## src/rtl/comp_bist.sv

```systemverilog
// Built-in self-test for a WIDTH-bit magnitude comparator: sweeps every (a,b) pair,
// checks the {agtb,aeqb,altb} flags and records error count and the first failing vector.
module comp_bist #(
    parameter int WIDTH   = 4,
    parameter int LATENCY = 0
) (
    input  logic                 clk,
    input  logic                 rst_n,
    input  logic                 start,
    output logic [WIDTH-1:0]     a_out,
    output logic [WIDTH-1:0]     b_out,
    input  logic                 agtb_in,
    input  logic                 aeqb_in,
    input  logic                 altb_in,
    output logic                 busy,
    output logic                 done,
    output logic                 pass,
    output logic [2*WIDTH:0]     err_count,
    output logic [WIDTH-1:0]     fail_a,
    output logic [WIDTH-1:0]     fail_b,
    output logic [2:0]           fail_flags
);
    localparam int VW = 2 * WIDTH;
    localparam int EW = VW + 1;
    localparam int CW = (LATENCY > 0) ? $clog2(LATENCY + 1) : 1;

    typedef enum logic [1:0] {IDLE, RUN, FINISH} state_t;

    state_t          state_reg;
    logic [VW-1:0]   v_reg;
    logic [CW-1:0]   settle_reg;

    logic [2:0]      exp_flags;
    logic [2:0]      obs_flags;
    logic            mismatch;
    logic            sample;
    logic            last_vec;
    logic [EW-1:0]   err_next;

    // Operands come straight from the vector register, so they are registered outputs.
    assign a_out = v_reg[VW-1:WIDTH];
    assign b_out = v_reg[WIDTH-1:0];

    always_comb begin
        exp_flags = {a_out > b_out, a_out == b_out, a_out < b_out};
        obs_flags = {agtb_in, aeqb_in, altb_in};
        mismatch  = (obs_flags != exp_flags);
        sample    = (settle_reg == CW'(LATENCY));
        last_vec  = &v_reg;
        err_next  = err_count;
        if (mismatch && !(&err_count))
            err_next = err_count + EW'(1);
    end

    always_ff @(posedge clk or negedge rst_n) begin
        if (!rst_n) begin
            state_reg  <= IDLE;
            v_reg      <= '0;
            settle_reg <= '0;
            busy       <= 1'b0;
            done       <= 1'b0;
            pass       <= 1'b0;
            err_count  <= '0;
            fail_a     <= '0;
            fail_b     <= '0;
            fail_flags <= '0;
        end else begin
            case (state_reg)
                IDLE: begin
                    if (start) begin
                        state_reg  <= RUN;
                        v_reg      <= '0;
                        settle_reg <= '0;
                        busy       <= 1'b1;
                        done       <= 1'b0;
                        pass       <= 1'b0;
                        err_count  <= '0;
                        fail_a     <= '0;
                        fail_b     <= '0;
                        fail_flags <= '0;
                    end
                end
                RUN: begin
                    if (sample) begin
                        settle_reg <= '0;
                        err_count  <= err_next;
                        // A zero count before this sample means this is the first failure.
                        if (mismatch && (err_count == '0)) begin
                            fail_a     <= a_out;
                            fail_b     <= b_out;
                            fail_flags <= obs_flags;
                        end
                        if (last_vec) begin
                            state_reg <= FINISH;
                            busy      <= 1'b0;
                            done      <= 1'b1;
                            pass      <= (err_next == '0);
                        end else begin
                            v_reg <= v_reg + VW'(1);
                        end
                    end else begin
                        settle_reg <= settle_reg + CW'(1);
                    end
                end
                FINISH: begin
                    state_reg <= IDLE;
                end
                default: begin
                    state_reg <= IDLE;
                end
            endcase
        end
    end
endmodule

```

## config.mk

```make
export PLATFORM = sky130hd
export DESIGN_NAME = comp_bist
export DESIGN_NICKNAME = d
export VERILOG_FILES = /design/src/rtl/comp_bist.sv
export SDC_FILE = /design/constraint.sdc
export NUM_CORES = 1
export LEC_CHECK = 0
export CAP_MARGIN = 20
export CORE_MARGIN = 5
export CORE_UTILIZATION = 45
export CTS_CLUSTER_DIAMETER = 50
export DETAILED_ROUTE_END_ITERATION = 6
export PLACE_DENSITY = 0.71
export SYNTH_ARGS = -nofsm -noshare
export SYNTH_HDL_FRONTEND = slang
export SYNTH_SLANG_ARGS = --single-unit
```

## constraint.sdc

```tcl
create_clock -name clk -period 5.13 [get_ports clk]
set_input_delay 0.7695 -clock clk [delete_from_list [all_inputs] [get_ports clk]]
set_output_delay 0.7695 -clock clk [all_outputs]
set_load 0.05 [all_outputs]
```

* Word level (Yosys, flattened, before mapping) *
Cells that the tools add are included.

word-level totals
  flip-flop bits (word level) = 34
  input bits = 6
  word-level logic and storage cells = 74

operators by class
  add/subtract/negate cells = 3
  $lt $le $gt $ge = 2
  eq/ne operators = 8
  muxes and demuxes = 36
  reductions and logical operators = 15

operators by type and width
  operator             number
  $mux 9               3
  $mux 8               3
  $mux 4               5
  $logic_not 9->1      2
  $pmux 9 s2           1
  $pmux 4 s2           2
  $pmux 8 s2           1
  $reduce_and 4->1     3
  $ne 2x2->1 const B   5
  $add 9x1->9 const B  1
  $mux 1               9
  $mux 3               3
  $reduce_and 9->1     1
  $add 8x1->8 const B  1
  $pmux 1 s2           4
  $reduce_and 8->1     1
  $mux 2               3
  $pmux 3 s2           1
  $reduce_and 3->1     2
  $eq 4x4->1           1
  $gt 4x4->1           1
  $lt 4x4->1           1
  $pmux 2 s2           1
  $ne 3x3->1           1
  other kinds (7)      8

* Logic depth before layout (Yosys ltp) *
Gate-level depths: netlist (run 1).

  depth in word-level cells = 8
  mapped depth = 11
  mapped depth without buffers = 11

* Worst setup path after synthesis (run 1) *
Ideal clock, no wire load.

  path kind = flip-flop to flip-flop
  from = register err_count[0]
  to = register pass
  data arrival time = 3.053 ns
  data required time = 5.038 ns
  path slack = 1.985 ns
  stages on the path, launching flop included = 12
  clock period less this slack = 3.145 ns
  cells stage by stage = dfrtp_1 ha_1 nand3_1 nor2_1 and3_1 ha_1 nand4b_1 or3_1 nor4_1 xnor2_1 o2111ai_1 o31ai_2

between the ends
  longest elaborated chain between the ends = 8
  elaborated cells between the ends (all ways) = 9
  classes of those cells = 1 x add/sub; 4 x mux; 4 x reduce/logical

RTL lines
  element                                              line  source
  start: declaration                                   18    output logic [2*WIDTH:0] err_count,
  start signal: assignment                             86    err_count <= err_next;
  branches (longest 3 deep; another with $add 9x1->9)  n/a
  $mux 9 (*)                                           51    if (mismatch && !(&err_count))
  $logic_not 9->1 (*)                                  97    pass <= (err_next == '0);
  $mux 1 (*)                                           93    if (last_vec) begin
  $mux 1 (*)                                           84    if (sample) begin
  $pmux 1 s2 (*)                                       68    case (state_reg)
  end signal: assignment                               97
  end: declaration                                     17    output logic pass,

Mark *: on every way between the ends. The select of a mux whose other input is x is not followed.
A chain may end at the register's enable or synchronous reset.

* Final worst setup path (run 1) *
Ends and elaborated chain as after synthesis.

==> results of run 1 <==
[metrics by stage]
stage	utilization	instances	power [mW]	cell area [µm²]	worst slack [ns]
after floorplan	-	218	1.18	1940	1.99
after global placement	0.563	294	1.46	2300	1.76
after detailed placement	0.563	294	1.47	2300	1.68
after CTS	0.584	302	1.67	2380	1.84
after global routing	0.585	303	1.76	2390	1.50
final	0.585	303	1.66	2390	1.85
[logic make-up (layout without fill, tap and decap cells)]
kind of cell / count (synthesis) / after routing
AOI/OAI and AO/OA: 45 / 45
xor gates and xnor gates: 8 / 8
adders and majority gates: 8 / 8
buffers and inverters: 19 / 54
DFF: 33 / 33
muxes: 6 / 6
and+or+nand+nor: 99 / 99
[power by group]
group | total, mW | leakage (nW) | internal [mW] | switching [mW]
sequential | 0.500 | 0.412 | 0.360 | 0.141
clock | 0.190 | 0.0450 | 0.0940 | 0.0960
combinational | 0.966 | 0.552 | 0.346 | 0.620
[worst paths after layout]
path	start	endpoint	cells after the start
max	err_count[0]	pass	11
max in group asynchronous	rst_n	done	2
min	done	done	1
max reg2reg	err_count[0]	pass	11
min reg2reg	done	done	1
min in group asynchronous	rst_n	v_reg[6]	2
[critical path: stages, from the launching register on]
cell       delay (ns)
dfrtp_1          0.46
ha_1             0.30
nand3_1          0.12
nor2_1           0.08
and3_1           0.19
ha_1             0.22
nand4b_1         0.40
or3_1            0.45
nor4_1           0.42
xnor2_1          0.19
o2111ai_1        0.14
o31ai_2          0.22
[final cells by class]
cell class,instances,area [µm²],area share
multi-input cells,166,1020,0.425
clock buffers,6,72.6,0.0303
well taps,50,62.6,0.0262
repair buffers,38,375,0.157
inverters,8,30.0,0.0126
flip-flops and latches,33,826,0.345
clock inverters,2,10.0,0.00418
[cells in the final DEF (no fill, tap or decap), types with 6 or more instances in the layout]
| cell | instances |
|---|---|
| ha_1 | 8 |
| clkdlybuf4s50_1 | 36 |
| nor3_1 | 6 |
| nand4_1 | 6 |
| o21ai_0 | 22 |
| inv_1 | 8 |
| a21oi_1 | 8 |
| nand2_1 | 38 |
| dfrtp_1 | 33 |
| nor2_1 | 24 |
[cells in the mapped netlist, types with 2 or more instances]
library cell / count / area, µm²
and3_1: 2 / 12.5
ha_1: 8 / 100
clkbuf_1: 5 / 18.8
or3_1: 3 / 18.8
xnor2_1: 5 / 43.8
nor2_1: 24 / 90.1
nand3_1: 3 / 15.0
nand4_1: 6 / 37.5
inv_1: 8 / 30.0
nor3_1: 6 / 30.0
o21ai_0: 22 / 110
a22oi_1: 3 / 22.5
xor2_1: 3 / 26.3
buf_6: 3 / 33.8
a22o_1: 2 / 17.5
mux2_2: 2 / 22.5
dfrtp_1: 33 / 826
o211ai_1: 2 / 15.0
mux2i_1: 4 / 40.0
a21oi_1: 8 / 40.0
nor4_1: 2 / 12.5
nor4b_1: 2 / 17.5
nand2_1: 38 / 143
[routing by layer]
layer | part of all wire | vias to the layer above | GRT usage
met4 | 0.011 | 0 | 0.0563
li1 | - | 836 | -
met2 | 0.48 | 37 | 0.298
met5 | 0 | - | 0
met1 | 0.46 | 799 | 0.253
met3 | 0.047 | 7 | 0.0462
==> results.toml, run 1 <==
[final_layout]
largest_reg_flops = 9
diodes = 0
fillers = 377
syn2layout_area_growth_pct = 23.2
layout-drive-gt1-share = 0.0751
fin_nets = 266

[routing]
ant_nets = 0
via_per_inst = 5.54
wl_per_cell_um = 15.6
firstDrtPassIters = 5
via_count = 1679
drc_errors = 0
drt_iter0_drc = 138
wirelength_um = 4740

[yosys]
avgSynthCellArea_um2 = 8.91
synth-async-reset-ratio = 1.00
synth_mux_area_frac = 0.0322
syn_area_um2 = 1940
synth_compound_area_frac = 0.143
synth_ff_type = "dfrtp_1"
yosys_warnings = 0
synth_seq_cells = 33
yosysSeqAreaShare = 0.425
syn_nets = 232
ys_types = 47
synth_edf_count = 0
syn_inst = 218
yosys.area_share.simple = 0.260
synthAdderAreaFrac = 0.0515
synth_top_family_by_area = "simple AND/OR/NAND/NOR gates"
synth_xor_area_frac = 0.0361

[global_route]
grt_pass1_vias = 1671
gr-total-overflow = 0
antenna_found_initial = 0
grt_usage = 0.188
grt_pass1_wl_um = 8070
grt_max_degree = 34

[sta]
slew_headroom = 0.356
period_share = 0.639
holdWs_ns = 0.487
fmax_ghz = 0.305
fin_skew_ns = 0.00780
rsz0062_at_grt = "no"
maxSlewViolCount = 0
fin_crit_ns = 3.28
setup_viol = 0
worst_pin_slew_ns = 0.964
hold_viol = 0
fin_tns_setup_ns = 0

[die]
ios = 37
initial_utilization = 0.475
die-area_um2 = 5730
die_w_um = 75.7
coreArea_um2 = 4090
rows = 23
dieHeight_um = 75.7

[clock_tree]
clock-sinks = 33
numCtsBuffers = 5
clockBufferDepth = 2
hold_buffers = 0
ctsResizeCount = 0
cts_max_level = 2
path_clk_slew_ns = 0.07
cts_root_buf = "clkbuf_8"
cts_tree = "done"
cts_setup_buffers = 0
worstSkewPairLatency_ns = 0.29

[power]
cellLeakagePower_nw = 1.01
pwr_density_cell_nw_per_um2 = 692
peakVddDrop_v = 0.000614

[flow_run]
maxCapViolations = 0

[placed_design]
hpwl_um = 3320
place.gp.congestion = 0.838
port_buffers = 36

[critical_path]
path_class = "reg -> reg"
crit_required_ns = 5.32
start_kind = "flip-flop"
crit_arrival_ns = 3.47
critPathMaxFanout = 8
r2r_setup_slack_ns = 1.85
cp-end-kind = "flip-flop"

[run_status]
status = "finished, final reports clean"

[worst_hold_path]
hp-class = "reg -> reg"
No activity file was read; power rests on OpenSTA's default activity.
==> run 2, diff against run 1 <==
- PLACE_DENSITY: 0.71 -> 0.73
- clock period: 5.13 -> 2.9 ns (I/O delays scaled with it)
==> results.toml, run 2 (synthesis gave the netlist of run 1 again) <==
[worst_hold_path]
hold_start = "done"
hp-class = "reg -> reg"
hold_depth = 1
hold_end = "done"

[final_layout]
diodes = 0
register_area_um2 = 831
multi_input_area_um2 = 1040
stdcell_count = 311
fillers = 362
fin_nets = 274
final_cell_mix = "38 x nand2_1, 36 x clkdlybuf4s50_1, 29 x dfrtp_1"
layout-drive-gt1-share = 0.123
largest_reg_flops = 9
final_common_cell = "nand2_1"
syn2layout_area_growth_pct = 27.5
stdcell_area_um2 = 2480

[power]
cellLeakagePower_nw = 1.04
power_mw = 2.99
p_seq_frac = 0.277
p_int_mw = 1.48
combPwrFrac = 0.615
clock_power_share = 0.108
pwr_density_cell_nw_per_um2 = 1210
power_switching_mw = 1.52
p_sw_frac = 0.507
peakVddDrop_v = 0.000663

[critical_path]
cp-end-kind = "flip-flop"
worst-r2r-cell-count = 8
crit_arrival_ns = 2.98
path_class = "reg -> reg"
reg2reg_from = "v_reg[5]"
r2r_setup_slack_ns = 0.11
start_kind = "flip-flop"
crit_required_ns = 3.09
critPathMaxFanout = 13
r2r-end = "pass"

[routing]
firstDrtPassIters = 4
via_per_inst = 5.41
drc_errors = 0
ant_nets = 0
wirelength_um = 4650
wl_per_cell_um = 15.0
drt_iter0_drc = 138
via_count = 1684

[die]
ios = 37
coreArea_um2 = 4090
dieHeight_um = 75.7
rows = 23
initial_utilization = 0.475
die_w_um = 75.7
die-area_um2 = 5730

[placed_design]
placed_cell_area_um2 = 2380
place.gp.congestion = 0.864
port_buffers = 36
dp_cells = 303
hpwl_um = 3370

[sta]
worst_pin_slew_ns = 0.513
maxSlewViolCount = 0
setup_viol = 0
rsz0062_at_grt = "yes"
fin_crit_ns = 2.79
fin_tns_setup_ns = 0
period_share = 0.961
hold_viol = 0
fin_skew_ns = 0.00731
fmax_ghz = 0.359
slew_headroom = 0.655

[clock_tree]
numCtsBuffers = 5
cts_max_level = 2
worstSkewPairLatency_ns = 0.28
path_clk_slew_ns = 0.06
cts_setup_buffers = 0
cts_root_buf = "clkbuf_8"
clock-sinks = 33
clockBufferDepth = 2
cts_tree = "done"

[global_route]
grt_usage = 0.183
grt_pass1_vias = 1648
grt_max_degree = 34
grt_pass1_wl_um = 7920
antenna_found_initial = 0
gr-total-overflow = 0

[run_status]
status = "finished, final reports clean"

[flow_run]
maxCapViolations = 0
run 2: how the worst max path moves through the flow:
stage                   end      from  slack (ns)
6_report               pass  v_reg[5]        0.11
2_1_floorplan          pass  v_reg[1]       0.004
3_3_place_gp   err_count[6]  v_reg[2]        0.19
4_1_cts                pass  v_reg[2]        0.14
3_5_place_dp           pass  v_reg[5]        0.16
5_1_grt                pass  v_reg[5]       -0.01
run 2: metal layers:
layer  vias up  GRT usage  share of wire
met1       783      0.274           0.48
met2        50      0.266           0.44
met3         5     0.0356          0.062
li1        846          -              -
met5         -          0              0
met4         0     0.0563          0.012
run 2: power by group through the flow:
stage	registers, mW	clock network (mW)	logic [mW]
finish	0.828	0.323	1.84
global route	0.861	0.356	1.98
CTS	0.828	0.335	1.84
detailed placement	0.835	0	1.83
global placement	0.827	0	1.81
floorplan	1.42	0	0.680
run 2: final cells by class:
class	instances	area share
multi-input combinational	166	0.418
sequential	33	0.336
timing repair buffer	46	0.176
clock buffer	7	0.0308
tap	50	0.0253
inverter	8	0.0121
clock inverter	1	0.00202
run 2: repair_timing:
action                                 CTS  global route
hold buffers                             0             0
endpoints found under the hold margin    0             0
gates resized for setup                  0             3
setup endpoints to repair                0             1
run 2: critical path: stages (launching register included):
cell and delay (ns):
dfrtp_1 0.47, ha_1 0.34, nor2b_1 0.13, o211ai_1 0.28, a211oi_2 0.18, or4_4 0.66, nor4_4 0.33, a211oi_2 0.07
o31ai_2 0.23
run 2: per-stage QoR:
step           hold slack, ns  utilization  worst slack (ns)
3_3_place_gp            0.462        0.582             0.191
3_5_place_dp            0.491        0.582             0.164
6_report                0.494        0.606             0.112
4_1_cts                 0.504        0.602             0.141
2_1_floorplan           0.139            -           0.00351
5_1_grt                 0.510        0.606           -0.0148
==> run 3, diff against run 2 <==
- CORE_MARGIN: 5 -> unset
==> results.toml, run 3 (synthesis gave the netlist of run 1 again) <==
[die]
die_w_um = 67.7
initial_utilization = 0.479
rows = 23
ios = 37
coreArea_um2 = 4060
die-area_um2 = 4580
dieHeight_um = 67.7

[clock_tree]
hold_buffers = 0
clockBufferDepth = 2
cts_max_level = 2
ctsResizeCount = 0
cts_setup_buffers = 0
worstSkewPairLatency_ns = 0.29
cts_tree = "done"
cts_root_buf = "clkbuf_8"
clock-sinks = 33
numCtsBuffers = 5
path_clk_slew_ns = 0.06

[sta]
period_share = 0.934
setup_viol = 0
fmax_ghz = 0.369
fin_skew_ns = 0.00516
maxSlewViolCount = 0
fin_crit_ns = 2.71
rsz0062_at_grt = "no"
fin_tns_setup_ns = 0
hold_viol = 0
worst_pin_slew_ns = 0.613
slew_headroom = 0.588
fin_ws_ns = 0.190

[critical_path]
crit_required_ns = 3.10
worst-r2r-cell-count = 11
crit_chain = "ha_2, nand3_1, nor2_1, and3_1, ha_1, nand4b_1, or3_1, nor4_2, xnor2_1, o2111ai_1, o31ai_2"
start_kind = "flip-flop"
critPathMaxFanout = 8
r2r_setup_slack_ns = 0.19
reg2reg_from = "err_count[0]"
slowest_stage = "dfrtp_2"
critPathMaxStageDelay_ns = 0.46
crit_arrival_ns = 2.91
r2r-end = "pass"
cp-end-kind = "flip-flop"
path_class = "reg -> reg"

[global_route]
antenna_found_initial = 0
grt_usage = 0.236
gr-total-overflow = 0
grt_pass1_wl_um = 7890
grt_pass1_vias = 1661
grt_max_degree = 34

[flow_run]
maxCapViolations = 0

[final_layout]
final_cell_mix = "38 x nand2_1, 36 x clkdlybuf4s50_1, 29 x dfrtp_1"
layout-drive-gt1-share = 0.123
fin_nets = 274
register_area_um2 = 831
multi_input_area_um2 = 1020
syn2layout_area_growth_pct = 27.4
diodes = 0
final_common_cell = "nand2_1"
fillers = 349
largest_reg_flops = 9
post-route-util = 0.610

[routing]
drt_iter0_drc = 111
ant_nets = 0
wl_per_cell_um = 14.7
wirelength_um = 4570
drc_errors = 0
firstDrtPassIters = 4
via_count = 1730
via_per_inst = 5.56

[run_status]
status = "finished, final reports clean"

[worst_hold_path]
hp-class = "reg -> reg"
hold_depth = 1
hold_start = "done"
hold_end = "done"

[power]
p_int_mw = 1.49
combPwrFrac = 0.601
pwr_density_cell_nw_per_um2 = 1210
clock_power_share = 0.119
p_sw_frac = 0.504
power_switching_mw = 1.51
power_mw = 3.00
cellLeakagePower_nw = 1.04
p_seq_frac = 0.280
peakVddDrop_v = 0.000707

[placed_design]
dp_slack_ns = 0.137
port_buffers = 36
place.gp.congestion = 0.893
hpwl_um = 3260
run 3: how the worst max path moves through the flow:
stage | startpoint | slack (ns) | end | cells past startpoint
floorplan | v_reg[1] | 0.004 | pass | 10
CTS | err_count[0] | 0.13 | pass | 11
finish | err_count[0] | 0.19 | pass | 11
global placement | err_count[0] | 0.12 | pass | 11
detailed placement | err_count[0] | 0.14 | pass | 11
global route | v_reg[3] | 0.001 | pass | 9
run 3: critical path: cells and delay by family, from the launching register on:
family,cells,cell delay [ns]
compound gates,2,0.36
xor+xnor,1,0.18
flops,1,0.46
fa+ha+maj,2,0.45
simple gates,6,1.17
run 3: layout make-up:
type                       instances  share of cell area
sequential                        33               0.336
multi-input combinational        166               0.414
inverter                           8              0.0121
timing repair buffer              46               0.176
tap                               50              0.0253
clock buffer                       8              0.0364
run 3: power by group through the flow:
| stage | sequential [mW] | clock, mW | combinational [mW] |
|---|---|---|---|
| 6_report | 0.841 | 0.357 | 1.80 |
| 5_1_grt | 0.874 | 0.388 | 1.94 |
| 4_1_cts | 0.836 | 0.367 | 1.81 |
| 3_5_place_dp | 0.842 | 0 | 1.80 |
| 3_3_place_gp | 0.838 | 0 | 1.79 |
| 2_1_floorplan | 1.42 | 0 | 0.680 |
run 3: metal layers:
| layer | vias to the layer above | track usage | share of wire |
|---|---|---|---|
| met5 | - | 0 | 0 |
| met4 | 0 | 0.0957 | 0.017 |
| met3 | 10 | 0.0524 | 0.039 |
| met2 | 42 | 0.355 | 0.46 |
| met1 | 829 | 0.323 | 0.49 |
| li1 | 849 | - | - |
run 3: through the flow:
step	cell area (µm²)	hold slack, ns	instances
floorplan	1950	0.139	218
global placement	2380	0.467	303
detailed placement	2380	0.477	303
CTS	2470	0.496	311
global route	2470	0.512	311
finish	2470	0.487	311
